File: src/rtl/counter_pkg.sv
// Shared definitions for the counter family: common state encoding.
package counter_pkg;

    typedef enum logic [1:0] {
        StIdle    = 2'd0,
        StRun     = 2'd1,
        StExpired = 2'd2
    } cnt_state_e;

endpackage

File: src/rtl/strobe_div.sv
// Clock prescaler: while enabled, emits a one-cycle tick every div+1 clocks.
module strobe_div #(
    parameter int unsigned PRE_DW = 8
) (
    input  logic              clk,
    input  logic              rst,
    input  logic              clr,
    input  logic              en,
    input  logic [PRE_DW-1:0] div,
    output logic              tick
);

    logic [PRE_DW-1:0] pre_q;

    assign tick = en && (pre_q == div);

    always_ff @(posedge clk or posedge rst) begin
        if (rst) begin
            pre_q <= '0;
        end else if (clr) begin
            pre_q <= '0;
        end else if (en) begin
            pre_q <= tick ? '0 : pre_q + PRE_DW'(1);
        end
    end

endmodule

File: src/rtl/counter_down_timer.sv
// Loadable down-counting interval timer with prescaler and start/expire handshake.
// Periodic auto-reload is built only when COUNTER_DOWN_AUTORELOAD_EN is defined.
module counter_down_timer
    import counter_pkg::*;
#(
    parameter int unsigned DW     = 16,
    parameter int unsigned PRE_DW = 8
) (
    input  logic              clk,
    input  logic              rst,
    input  logic              clr_i,
    input  logic              load_i,
    input  logic [DW-1:0]     load_val_i,
    input  logic              start_i,
    input  logic [PRE_DW-1:0] pre_div_i,
    input  logic              auto_i,
    output logic [DW-1:0]     count_o,
    output logic              busy_o,
    output logic              expired_o,
    output logic              done_o
);

    cnt_state_e        state_q;
    logic [DW-1:0]     count_q;
    logic [DW-1:0]     reload_q;
    logic [PRE_DW-1:0] pre_div_q;
    logic              done_q;
    logic              auto_q;

    logic              start_ok;
    logic [DW-1:0]     start_val;
    logic              tick;
    logic              terminal;

    // A start in RUN is ignored; from EXPIRED it restarts from the reload value.
    assign start_ok  = start_i && (state_q != StRun);
    assign start_val = (state_q == StExpired) ? reload_q : count_q;
    assign terminal  = (count_q <= DW'(1));

    strobe_div #(
        .PRE_DW (PRE_DW)
    ) u_strobe_div (
        .clk  (clk),
        .rst  (rst),
        .clr  (clr_i | load_i | start_ok),
        .en   (state_q == StRun),
        .div  (pre_div_q),
        .tick (tick)
    );

`ifdef COUNTER_DOWN_AUTORELOAD_EN
    always_ff @(posedge clk or posedge rst) begin
        if (rst) begin
            auto_q <= 1'b0;
        end else if (!clr_i && !load_i && start_ok) begin
            auto_q <= auto_i;
        end
    end
`else
    logic unused_auto;
    assign auto_q      = 1'b0;
    assign unused_auto = auto_i;
`endif

    always_ff @(posedge clk or posedge rst) begin
        if (rst) begin
            state_q   <= StIdle;
            count_q   <= '0;
            reload_q  <= '0;
            pre_div_q <= '0;
            done_q    <= 1'b0;
        end else begin
            done_q <= 1'b0;
            if (clr_i) begin
                count_q <= '0;
                state_q <= StIdle;
            end else if (load_i) begin
                count_q  <= load_val_i;
                reload_q <= load_val_i;
                state_q  <= StIdle;
            end else if (start_ok) begin
                count_q <= start_val;
                if (start_val != '0) begin
                    pre_div_q <= pre_div_i;
                    state_q   <= StRun;
                end else begin
                    state_q <= StExpired;
                    done_q  <= 1'b1;
                end
            end else if (tick) begin
                if (terminal) begin
                    done_q <= 1'b1;
                    if (auto_q && (reload_q != '0)) begin
                        count_q <= reload_q;
                    end else begin
                        count_q <= '0;
                        state_q <= StExpired;
                    end
                end else begin
                    count_q <= count_q - DW'(1);
                end
            end
        end
    end

    assign count_o   = count_q;
    assign busy_o    = (state_q == StRun);
    assign expired_o = (state_q == StExpired);
    assign done_o    = done_q;

endmodule

File: config.mk
export PLATFORM = sky130hd
export DESIGN_NAME = counter_down_timer
export DESIGN_NICKNAME = d
export VERILOG_FILES = /design/src/rtl/counter_pkg.sv /design/src/rtl/strobe_div.sv /design/src/rtl/counter_down_timer.sv
export SDC_FILE = /design/constraint.sdc
export NUM_CORES = 1
export LEC_CHECK = 0
export BUFFER_PORTS_ARGS = -buffer_cell sky130_fd_sc_hd__buf_4
export CORE_MARGIN = 10
export CORE_UTILIZATION = 60
export DETAILED_ROUTE_END_ITERATION = 6
export GPL_TIMING_DRIVEN = 0
export MAX_ROUTING_LAYER = met4
export PLACE_DENSITY = 0.92
export REMOVE_ABC_BUFFERS = 1
export SYNTH_ARGS = -nofsm -noshare
export SYNTH_HDL_FRONTEND = slang
export SYNTH_SLANG_ARGS = --single-unit
File: constraint.sdc
create_clock -name clk -period 6.3 [get_ports clk]
set_input_delay 0.945 -clock clk [delete_from_list [all_inputs] [get_ports clk]]
set_output_delay 0.945 -clock clk [all_outputs]
set_load 0.01 [all_outputs]
==> flow_summary.toml <==
[layout]
final_layout_size_suffix_gt1_share_pct = 20.2
final_nets = 404
area_growth_pct = 18.1
post-route-util_pct = 72.4
n_antenna_cell = 0

[synthesis]
yosysWarnings = 0
netlist.area_leader.share_pct = 44.7
synthDistinctLibCells = 45
synth_edf_count = 0
synth_area_leaders = "dfrtp_1 45%, nand2_1 8.8%, a21oi_1 4.4%, nor2_1 4.3%, mux2_4 4.2%"
syn_inst = 328
synth-seq-area-share_pct = 44.7
synth_common_cells = "67 x nand2_1, 51 x dfrtp_1, 33 x nor2_1"
synth_top_family_by_area = "simple AND/OR/NAND/NOR gates"
synthMuxAreaShare_pct = 7.01
syn_avg_cell_area_um2 = 8.71
synth_simple_gate_area_share_pct = 21.6
synth-xor-area-share_pct = 3.68
synth_top_cell_by_area = "dfrtp_1"
synth_most_common_cell = "nand2_1"
synth_top_flop_cell = "dfrtp_1"
synth_fa_ha_area_share_pct = 1.31
ys_seq_elements = 51
synth_compound_area_share_pct = 18.0
async_reset_ff_share_pct = 100
synth_area_um2 = 2860

[setup_path]
critical_path.max_stage_delay_ns = 0.70
path_cells = "or4_4 -> or4_4 -> o31ai_4 -> nor2_2 -> a211oi_1 -> o21ai_1"
slowest_stage = "o31ai_4"
cp_top_family = "simple AND/OR/NAND/NOR gates"
regToRegSetupSlack_ns = 3.38
cp_max_fo = 16
cp.arrival_ns = 3.08
criticalPathCategory = "reg2reg"
path_common_cell = "or4_4"
endpoint_kind = "flip-flop"
worst_setup_path_start_kind = "flip-flop"
cp.required_ns = 6.46
worst-path-buf-inv = 0

[timing]
tns_ns = 0
min_period_ns = 2.92
finalHoldViolations = 0
max_freq_mhz = 343
skew_ns = 0.0123
setup_viol = 0
drv_slew = 0
worst-slew-pin-transition_ns = 1.03
finalCritPeriodShare_pct = 46.3
grt_setup_unrepaired = "no"
max_slew_margin_pct = 31.0

[floorplanning]
io_pins = 49
die_x_um = 89
rows = 25
core_um2 = 4660
die_y_um = 89
start_util_pct = 61.3
dieArea_um2 = 7920

[job]
maxCapViolCount = 0

[global_routing]
grt_usage_pct = 20.5
grt_max_degree = 32
grt_pass1_vias = 2640
grt_pass1_wl_um = 12500
overflow = 0
antenna_found_initial = 0

[power]
p_leak_nw = 1.62
powerDensity_nw_per_um2 = 267
ir_drop_uv = 144

[route]
avgRoutedWirePerCell_um = 17.7
wl_um = 7520
ant_nets = 0
drt_iter0_drc = 319
drc = 0
viasPerCell = 6.20
drt_pre_antenna_iters = 5
num_vias = 2642

[clocking]
post_cts_buffers = 0
hold_buffers = 0
numCtsBuffers = 5
cts.clk_slew.worst_paths_ns = 0.09
cts_tree = "done"
clockBufferDepth = 2
clock_latency_ns = 0.32
ctsResizeCount = 0
cts_sinks = 51
root_buffer = "clkbuf_8"
htreeDepth = 2

[placement]
gp_congestion = 0.876
place.detailed.hpwl_um = 5280
portBuffers = 47

[outcome]
status = "completed"

[hold_path]
hold_class = "reg2reg"
[layout by cell type, fill, tap and decap left out, types with 3 or more instances in the layout]
cell type,instances
o21ai_1,20
mux2_4,8
a21oi_1,25
nor2_1,33
inv_1,8
ha_1,3
or3_1,4
dfrtp_1,51
a31oi_1,7
mux2i_1,8
nor4_1,5
o21ai_0,20
nor3_1,4
nand4_1,4
nand2b_1,4
xor2_1,11
clkbuf_8,5
buf_4,49
nand2_1,67
[layout make-up]
| class | instances | area [um^2] |
|---|---|---|
| Sequential cell | 51 | 1280 |
| Timing Repair Buffer | 50 | 388 |
| Tap cell | 54 | 67.6 |
| Multi-Input combinational cell | 253 | 1470 |
| Clock buffer | 6 | 72.6 |
| Fill cell | 333 | 1290 |
| Inverter | 10 | 37.5 |
| Clock inverter | 2 | 60.1 |
[where the power goes]
| part | internal, mW | switching (mW) | leakage, nW | total (mW) |
|---|---|---|---|---|
| Clock | 0.159 | 0.115 | 0.0654 | 0.273 |
| Sequential | 0.367 | 0.0401 | 0.657 | 0.407 |
| Combinational | 0.0998 | 0.121 | 0.896 | 0.221 |
| Total | 0.625 | 0.276 | 1.62 | 0.901 |
[per-layer routing]
metal	vias to the layer above	wire length (um)	global-route usage [%]
li1	1229	-	-
met1	1234	2970	24.3
met2	151	3780	33.0
met3	28	559	4.47
met4	0	208	8.67
met5	-	0	-
[sequential cells by signal, summed over array words and instances (netlist names)]
name                flops
count_o                16
state_q                 2
u_strobe_div.pre_q      8
done_o                  1
reload_q               16
pre_div_q               8
[per-stage QoR]
| step | hold WS (ns) | setup slack, ns | area, um^2 | instances | power (mW) |
|---|---|---|---|---|---|
| 2_1_floorplan | 0.464 | 3.70 | 2790 | 314 | 0.549 |
| 6_report | 0.513 | 3.38 | 3370 | 426 | 0.901 |
| 3_5_place_dp | 0.489 | 3.19 | 3240 | 418 | 0.628 |
| 5_1_grt | 0.546 | 3.22 | 3370 | 426 | 0.940 |
| 3_3_place_gp | 0.482 | 3.25 | 3210 | 415 | 0.618 |
| 4_1_cts | 0.513 | 3.43 | 3370 | 426 | 0.900 |
[kinds of logic (layout without fill, tap and decap cells)]
| kind of cell | after synthesis | in the layout |
|---|---|---|
| AOI/OAI and AO/OA | 88 | 88 |
| xor gates and xnor gates | 12 | 12 |
| adders and majority gates | 3 | 3 |
| buffers and inverters | 24 | 68 |
| DFF | 51 | 51 |
| muxes | 16 | 16 |
| and+or+nand+nor | 134 | 134 |
[worst register-to-register path: cells and delay by family (launching register included)]
kind,cells,cell delay [ns]
AND/OR/NAND/NOR,3,1.21
AO/OA/AOI/OAI,3,1.09
flip-flops,1,0.47
[worst paths after layout]
kind,from,end,cells past startpoint
max,count_o[8]$_DFFE_PP0P_,count_o[7]$_DFFE_PP0P_,6
min,reload_q[13]$_DFFE_PP0P_,reload_q[13]$_DFFE_PP0P_,2
max reg2reg,count_o[8]$_DFFE_PP0P_,count_o[7]$_DFFE_PP0P_,6
min reg2reg,reload_q[13]$_DFFE_PP0P_,reload_q[13]$_DFFE_PP0P_,2
max in group asynchronous,rst,pre_div_q[1]$_DFFE_PP0P_,3
min in group asynchronous,rst,reload_q[11]$_DFFE_PP0P_,2
Note: power is estimated with default switching activity, not from simulation.
